===== src/rtl/maze_pkg.sv =====
`default_nettype none
// +-----------------------------------------------------------------------+
// | maze_pkg                                                              |
// | Shared types, maze size and neighbour stepping for the maze solver.  |
// | Rev 1.0                                                               |
// +-----------------------------------------------------------------------+
package maze_pkg;

  localparam int         MAZE_N  = 16;
  localparam logic [3:0] MAX_IDX = 4'(MAZE_N - 1);

  typedef enum logic [1:0] {
    RIGHT = 2'd0,
    DOWN  = 2'd1,
    LEFT  = 2'd2,
    UP    = 2'd3
  } dir_t;

  typedef enum logic [2:0] {
    IDLE   = 3'd0,
    CHECK  = 3'd1,
    MARK   = 3'd2,
    PROBE  = 3'd3,
    BACK   = 3'd4,
    REPLAY = 3'd5,
    DONE   = 3'd6,
    FAIL   = 3'd7
  } state_t;

  typedef struct packed {
    logic [3:0] x;
    logic [3:0] y;
    logic       oob;
  } step_t;

  // Coordinates are left unchanged when the step would leave the grid.
  function automatic step_t step(input logic [3:0] x, input logic [3:0] y, input dir_t d);
    step_t s;
    s.x   = x;
    s.y   = y;
    s.oob = 1'b0;
    unique case (d)
      RIGHT: if (y == MAX_IDX) s.oob = 1'b1; else s.y = y + 4'd1;
      DOWN:  if (x == MAX_IDX) s.oob = 1'b1; else s.x = x + 4'd1;
      LEFT:  if (y == 4'd0)    s.oob = 1'b1; else s.y = y - 4'd1;
      UP:    if (x == 4'd0)    s.oob = 1'b1; else s.x = x - 4'd1;
      default: s.oob = 1'b1;
    endcase
    return s;
  endfunction

endpackage
`default_nettype wire


===== src/rtl/solver_stack.sv =====
`default_nettype none
// +-----------------------------------------------------------------------+
// | solver_stack                                                          |
// | 256 x 2-bit LIFO of moves with an indexed read port for replay.      |
// | Rev 1.0                                                               |
// +-----------------------------------------------------------------------+
module solver_stack
  import maze_pkg::*;
(
  input  logic       clk,
  input  logic       rst,
  input  logic       clr,
  input  logic       push,
  input  dir_t       push_data,
  input  logic       pop,
  output dir_t       top,
  output logic [7:0] sp,
  input  logic [7:0] rd_idx,
  output dir_t       rd_data
);

  dir_t       r_mem [256];
  logic [7:0] r_sp;

  always_ff @(posedge clk) begin
    if (rst || clr) begin
      r_sp <= 8'd0;
    end else if (push) begin
      r_sp <= r_sp + 8'd1;
    end else if (pop) begin
      r_sp <= r_sp - 8'd1;
    end
  end

  // Storage needs no reset: only entries below sp are ever read.
  always_ff @(posedge clk) begin
    if (push) begin
      r_mem[r_sp] <= push_data;
    end
  end

  assign top     = r_mem[r_sp - 8'd1];
  assign sp      = r_sp;
  assign rd_data = r_mem[rd_idx];

endmodule
`default_nettype wire


===== src/rtl/maze_solver.sv =====
`default_nettype none
// +-----------------------------------------------------------------------+
// | maze_solver                                                           |
// | Depth-first search over a 16x16 bit maze memory; replays the path.   |
// | Rev 1.0                                                               |
// +-----------------------------------------------------------------------+
module maze_solver
  import maze_pkg::*;
#(
  parameter logic [3:0] GOAL_X = 4'd15,
  parameter logic [3:0] GOAL_Y = 4'd15
) (
  input  logic       clk,
  input  logic       rst,
  input  logic       Start,
  input  logic       Dout,
  output logic       RD,
  output logic       WR,
  output logic       Din,
  output logic [3:0] X,
  output logic [3:0] Y,
  output logic [1:0] Move,
  output logic       Move_valid,
  input  logic       Move_ready,
  output logic       Done,
  output logic       Fail
);

  state_t     r_state, w_state_nx;
  logic [3:0] r_cur_x, r_cur_y, w_cur_x_nx, w_cur_y_nx;
  dir_t       r_dir, w_dir_nx;
  logic [7:0] r_ridx, w_ridx_nx;

  logic       w_clr, w_push, w_pop;
  dir_t       w_top, w_rd_data;
  logic [7:0] w_sp;
  step_t      w_nb, w_bk;

  solver_stack u_stack (
    .clk       (clk),
    .rst       (rst),
    .clr       (w_clr),
    .push      (w_push),
    .push_data (r_dir),
    .pop       (w_pop),
    .top       (w_top),
    .sp        (w_sp),
    .rd_idx    (r_ridx),
    .rd_data   (w_rd_data)
  );

  always_ff @(posedge clk) begin
    if (rst) begin
      r_state <= IDLE;
      r_cur_x <= 4'd0;
      r_cur_y <= 4'd0;
      r_dir   <= RIGHT;
      r_ridx  <= 8'd0;
    end else begin
      r_state <= w_state_nx;
      r_cur_x <= w_cur_x_nx;
      r_cur_y <= w_cur_y_nx;
      r_dir   <= w_dir_nx;
      r_ridx  <= w_ridx_nx;
    end
  end

  always_comb begin
    w_state_nx = r_state;
    w_cur_x_nx = r_cur_x;
    w_cur_y_nx = r_cur_y;
    w_dir_nx   = r_dir;
    w_ridx_nx  = r_ridx;
    w_clr      = 1'b0;
    w_push     = 1'b0;
    w_pop      = 1'b0;
    RD         = 1'b0;
    WR         = 1'b0;
    Din        = 1'b0;
    X          = 4'd0;
    Y          = 4'd0;
    Move       = 2'd0;
    Move_valid = 1'b0;
    w_nb       = step(r_cur_x, r_cur_y, r_dir);
    // Backtracking walks opposite to the popped move (dir XOR 2).
    w_bk       = step(r_cur_x, r_cur_y, dir_t'(w_top ^ 2'd2));

    unique case (r_state)
      IDLE, DONE, FAIL: begin
        if (Start) begin
          w_clr      = 1'b1;
          w_cur_x_nx = 4'd0;
          w_cur_y_nx = 4'd0;
          w_state_nx = CHECK;
        end
      end
      CHECK: begin
        RD         = 1'b1;
        w_state_nx = Dout ? FAIL : MARK;
      end
      MARK: begin
        WR  = 1'b1;
        Din = 1'b1;
        X   = r_cur_x;
        Y   = r_cur_y;
        if (r_cur_x == GOAL_X && r_cur_y == GOAL_Y) begin
          w_ridx_nx  = 8'd0;
          w_state_nx = (w_sp == 8'd0) ? DONE : REPLAY;
        end else begin
          w_dir_nx   = RIGHT;
          w_state_nx = PROBE;
        end
      end
      PROBE: begin
        if (!w_nb.oob) begin
          RD = 1'b1;
          X  = w_nb.x;
          Y  = w_nb.y;
        end
        if (!w_nb.oob && !Dout) begin
          w_push     = 1'b1;
          w_cur_x_nx = w_nb.x;
          w_cur_y_nx = w_nb.y;
          w_state_nx = MARK;
        end else if (r_dir == UP) begin
          w_state_nx = BACK;
        end else begin
          w_dir_nx = dir_t'(r_dir + 2'd1);
        end
      end
      BACK: begin
        if (w_sp == 8'd0 || w_bk.oob) begin
          w_state_nx = FAIL;
        end else begin
          w_pop      = 1'b1;
          w_cur_x_nx = w_bk.x;
          w_cur_y_nx = w_bk.y;
          if (w_top != UP) begin
            w_dir_nx   = dir_t'(w_top + 2'd1);
            w_state_nx = PROBE;
          end
        end
      end
      REPLAY: begin
        Move       = w_rd_data;
        Move_valid = 1'b1;
        if (Move_ready) begin
          w_ridx_nx = r_ridx + 8'd1;
          if (r_ridx + 8'd1 == w_sp) begin
            w_state_nx = DONE;
          end
        end
      end
      default: w_state_nx = IDLE;
    endcase
  end

  assign Done = (r_state == DONE);
  assign Fail = (r_state == FAIL);

endmodule
`default_nettype wire


===== config.mk =====
export PLATFORM = sky130hd
export DESIGN_NAME = maze_solver
export DESIGN_NICKNAME = d
export VERILOG_FILES = /design/src/rtl/maze_pkg.sv /design/src/rtl/solver_stack.sv /design/src/rtl/maze_solver.sv
export SDC_FILE = /design/constraint.sdc
export NUM_CORES = 1
export LEC_CHECK = 0
export ABC_AREA = 1
export CORE_MARGIN = 2
export CORE_UTILIZATION = 50
export CTS_CLUSTER_SIZE = 20
export DETAILED_ROUTE_END_ITERATION = 8
export PLACE_DENSITY = 0.66
export SETUP_SLACK_MARGIN = 0.4
export SYNTH_ARGS = -nofsm -noshare
export SYNTH_HDL_FRONTEND = slang
export SYNTH_SLANG_ARGS = --single-unit

===== constraint.sdc =====
create_clock -name clk -period 8.35 [get_ports clk]
set_clock_uncertainty 0.05 [all_clocks]
set_input_delay 2.0875 -clock clk [delete_from_list [all_inputs] [get_ports clk]]
set_output_delay 2.0875 -clock clk [all_outputs]
set_load 0.005 [all_outputs]

======== Yosys cells after proc, flatten, opt, wreduce, memory -nomap -nowiden ========
Memory sizes are Yosys's and may differ from the RTL's. A register that Yosys moved wholly into a read port is not among the register bits.
Index checks and enable logic that the tools add are counted.
storage, ports and cells
  register bits after elaboration ......... 29
  memory bits (writable) .................. 512
  output and inout bits ................... 16
  logic and storage cells ................. 132
  memories ................................ 1
memories
  memory         depth  bits a word  rd ports  clocked after memory_dff  write ports  RTL line            text
  u_stack.r_mem  256    2            2         1                         1            solver_stack.sv:22  dir_t r_mem [256];
cells by class
  add/sub/neg operators ................... 9
  equal/unequal tests ..................... 31
  muxes and demuxes ....................... 62
  bitwise logic cells ..................... 1
  reduce and logical (&&, ||, !) cells .... 22
operator list
  cell                                              number
  two-way mux 8 bit                                 6
  one-hot mux 4 bit (2 select lines)                6
  two-way mux 4 bit                                 11
  two-way mux 3 bit                                 9
  one-hot mux 4 bit (3 select lines)                2
  != test 2 bit, second input constant              11
  one-hot mux 3 bit (6 select lines)                1
  adder 8 x 1 -> 8 bit, second input constant       2
  one-hot mux 8 bit (2 select lines)                1
  two-way mux 1 bit                                 15
  AND reduction 5 bit                               3
  two-way mux 2 bit                                 7
  == test 3 bit, second input constant              4
  adder 4 x 1 -> 4 bit, second input constant       2
  == test 2 bit, second input constant              4
  == test 4 bit, second input constant              2
  == test 8 bit                                     1
  zero test 4 bit                                   2
  zero test 8 bit                                   1
  one-hot mux 1 bit (4 select lines)                2
  subtractor 4 x 1 -> 4 bit, second input constant  2
  subtractor 8 x 1 -> 8 bit, second input constant  1
  == test 3 x 2 -> 1 bit, second input constant     2
  != test 3 x 1 -> 1 bit, second input constant     2
  other kinds (17)                                  26

======== Longest topological paths before layout ========
An unclocked memory read counts as a cell.
  depth in word-level cells ............... 10
  depth in mapped cells ................... 25
  gate-level depth less buffers ........... 22

======== Modules after synthesis ========
From an unflattened synthesis, not the netlist that was laid out.
unflattened totals
  cell total of the unflattened synthesis .. 3853
  area, all modules ....................... 30515.5 µm²
by module, submodules not included
  module        times used  cells an instance  area each (µm²)
  solver_stack  1           3431               28093.2
  maze_solver   1           422                2422.3

======== Worst setup path after synthesis ========
Ideal clock, no wire load.
  path type ............................... register -> output
  from .................................... register r_dir[1]
  to ...................................... output X[3]
  arrival ................................. 4.911 ns
  required time ........................... 6.213 ns
  path slack .............................. 1.302 ns
  stages on the path, launching flop included .. 11
  buffers on the path ..................... 0
  cell sequence ........................... dfxtp_1 nand2_1 o22ai_1 a21oi_1 o21a_1 inv_1 nor2_1 inv_1 nor2_1 a21oi_1 nor2_1
on the way
  word-level cells in the longest chain between the ends .. 4
  elaborated cells between the ends (all ways) .. 8
ends and longest elaborated chain
  what                                                                                             RTL line            text
  start: declaration                                                                               maze_solver.sv:31   dir_t r_dir, w_dir_nx;
  start signal: assignment                                                                         maze_solver.sv:63   r_dir <= w_dir_nx;
  == test 2 bit (tied with other cells)                                                            maze_pkg.sv:42      unique case (d)
  one-hot mux 1 bit (4 select lines) / one-hot mux 4 bit (2 select lines) (equally long branches)  maze_pkg.sv:42
  two-way mux 4 bit (*)                                                                            maze_solver.sv:115  if (!w_nb.oob) begin
  one-hot mux 4 bit (2 select lines) (*)                                                           maze_solver.sv:88   unique case (r_state)
  end: declaration                                                                                 maze_solver.sv:20   output logic [3:0] X,
Every way passes the cells marked *; elsewhere a longest branch is shown, timed or not.

==> results.yml <==
status:
  status: "complete, no violations"
routing:
  routed_wl_um: 97000
  wl_per_cell_um: 23.2
  postRouteAntennaNets: 0
  dr.pass1.iters: 8
  drt_iter0_markers: 3675
  vias: 26300
  routed_via_density: 6.28
  drc: 0
critical_path:
  setup.worst_path.end_class: "output pin"
  critPathMaxStageDelay_ns: 0.78
  r2r_cells: 21
  cp_cell_sequence: "buf_4 -> buf_4 -> a21oi_1 -> o21ai_0 -> nand3_1 -> a21oi_1 -> o311ai_0 -> nand3_1 -> nand3_1 -> a21oi_1 -> clkdlybuf4s50_1"
  r2r-end: "u_stack.sp[0]"
  cp_max_fo: 100
  r2r_start: "u_stack.sp[0]"
  reg2reg_slack_ns: 2.38
  criticalPathCategory: "reg2out"
  crit_required_ns: 6.21
  cp-start-kind: "register"
  slowest_stage: "buf_4"
  arrival_ns: 5.27
power_and_ir_drop:
  p_seq_share_pct: 47.8
  switching_share_pct: 26.9
  leakagePower_nw: 11.5
  intPower_mw: 4.81
  vdd_ir_drop_max_v: 0.000187
  pwr-share-comb_pct: 12.2
  power_mw: 6.58
  p_switching_mw: 1.77
  power.density_nw_per_um2: 203
  clockPowerShare_pct: 40.0
global_route:
  grt_max_degree: 125
  grt_pass1_vias: 24900
  grt_overflow_total: 0
  grt_pass1_wl_um: 147000
  antenna_found_initial: 2
  grt_usage_pct: 30.8
cts:
  cts_made_buffers: 59
  cts_resized: 0
  clkLatencyLatePin_ns: 0.66
  path_clk_slew_ns: 0.06
  cts_setup_buffers: 0
  htreeDepth: 2
  cts_buffer_depth: 3
  hold_buffers: 0
  cts.sinks: 549
  cts_tree: "yes"
  cts-root-buf: "clkbuf_16"
floorplanning:
  rows: 89
  core_area_um2: 59100
  io_pins: 21
  die-area_um2: 61900
  die_x_um: 249
  start_util_pct: 50.7
  die_h_um: 249
timing:
  relSlewSlack_pct: 18.6
  fmax_mhz: 135
  tightest_slew_ns: 1.22
  whs_ns: 0.478
  finalSetupViolCount: 0
  period_minus_slack_ns: 7.40
  drv_slew: 0
  period_share_pct: 88.7
  fin_setup_tns_ns: 0
  hold_viol_final: 0
  rsz0062_at_grt: "no"
synthesis:
  synth_top_area_share_pct: 51.3
  async_flop_share_pct: 0
  syn-num-nets: 3510
  synthSimpleGateAreaFrac_pct: 20.0
  synth_xor_area_share_pct: 0.752
  yosysWarnings: 0
  synth_compound_area_share_pct: 16.7
  synth.area.top_cells: "edfxtp_1 (51%), nand3_1 (6.3%), nand2_1 (6.1%)"
  syn-instance-count: 3492
  ys_types: 45
  yosysTopAreaCell: "edfxtp_1"
  synth_top_family_by_area: "simple AND/OR/NAND/NOR gates"
  netlist_area_um2: 30000
  synth.avg_cell_area_um2: 8.58
  synth_mux_area_share_pct: 0
  dominantRegCellSynth: "edfxtp_1"
  synthAdderAreaFrac_pct: 0.543
  synth_edf_count: 512
  ys_ff_latch: 549
  ys_seq_area_share_pct: 53.8
placement:
  dp_hpwl_um: 57000
  place.gp.congestion: 0.953
  io_buffer_count: 20
  placed_area_um2: 30500
finish:
  final_cell_mix: "edfxtp_1 (512), nor2_1 (486), nand2_1 (486)"
  antenna_cells: 0
  final_util_pct: 54.8
  areaGrowthSynthToFinish_pct: 8.15
  fin_nets: 3379
  final_cell_area_um2: 32400
  layout_commonest_cell: "edfxtp_1"
  drive_gt1_share_pct: 5.60
flow_run:
  maxCapViolations: 0
hold_path:
  hold_path.class: "reg2reg"
  min_delay_path_depth: 2
  hp-start: "r_ridx[7]"
## synthesized netlist by cell type, drive strengths merged, types with 2 or more instances
| cell type | n |
|---|---|
| o311ai | 20 |
| nand2 | 493 |
| a221oi | 2 |
| a2111oi | 2 |
| a21oi | 267 |
| nand3 | 382 |
| edfxtp | 512 |
| o221ai | 18 |
| xnor2 | 4 |
| clkbuf | 161 |
| or2 | 13 |
| o31ai | 23 |
| nor2 | 489 |
| ha | 13 |
| a31o | 2 |
| o21bai | 2 |
| inv | 371 |
| dfxtp | 37 |
| nor3 | 40 |
| o22ai | 8 |
| buf | 100 |
| o21ai | 309 |
| o211ai | 142 |
| o2111ai | 2 |
| nand4 | 6 |
| nand3b | 2 |
| a211oi | 49 |
| xor2 | 17 |
## state kept, by name (all words and copies together), names as in the netlist, named ones only
| name | flops |
|---|---|
| u_stack.r_mem | 512 |
| r_ridx | 8 |
| u_stack.sp | 8 |
| r_cur_x | 4 |
| r_cur_y | 4 |
| r_state | 3 |
| r_dir | 2 |
## cell families (layout without fill, tap and decap cells)
logic type	count (synthesis)	count (layout)
compound gates	851	851
xor+xnor	21	21
fa+ha+maj	13	13
buf+inv	633	550
flops	549	549
simple gates	1425	1425
## final cells by class
class / instances / area (um2)
flip-flops and latches: 549 / 16100
well taps: 773 / 967
clock buffers: 65 / 1500
inverters: 372 / 1410
clock inverters: 44 / 414
fillers: 5261 / 26700
repair buffers: 69 / 568
multi-input cells: 2310 / 11400
## metal layers
layer | GRT usage [%] | up-vias | part of all wire (%)
met5 | 0.618 | - | 0.081
met4 | 15.7 | 6 | 5.4
met3 | 6.13 | 327 | 11
met2 | 47.2 | 1668 | 44
met1 | 41.7 | 12400 | 40
li1 | - | 11800 | -
## metrics by stage
step	instances	worst slack (ns)
after global routing	4182	0.867
after detailed placement	4073	1.89
after floorplan	3492	1.30
after CTS	4182	1.15
after global placement	4073	1.90
final	4182	0.947
## critical path: cells and delay by family, from the launching register on
kind                   cells  cell delay, ns
AOI/OAI and AO/OA          5            1.53
DFF                        1            0.46
and+or+nand+nor            3            0.40
buffers and inverters      3            2.07
## worst max-delay path by stage
stage / from / to / cells after the start
CTS: register / Move[0] / 11
finish: register / Move[1] / 11
floorplan: r_dir[1] / X[3] / 10
global placement: register / Move[0] / 11
detailed placement: register / Move[0] / 11
global route: register / Move[0] / 11
## power by group through the flow
stage | clock, mW | sequential [mW] | combinational (mW)
2_1_floorplan | 0 | 3.22 | 0.538
3_3_place_gp | 0 | 3.20 | 0.771
3_5_place_dp | 0 | 3.21 | 0.784
4_1_cts | 2.66 | 3.15 | 0.787
5_1_grt | 2.76 | 3.15 | 0.894
6_report | 2.63 | 3.15 | 0.806
(Power assumes the default switching activity.)
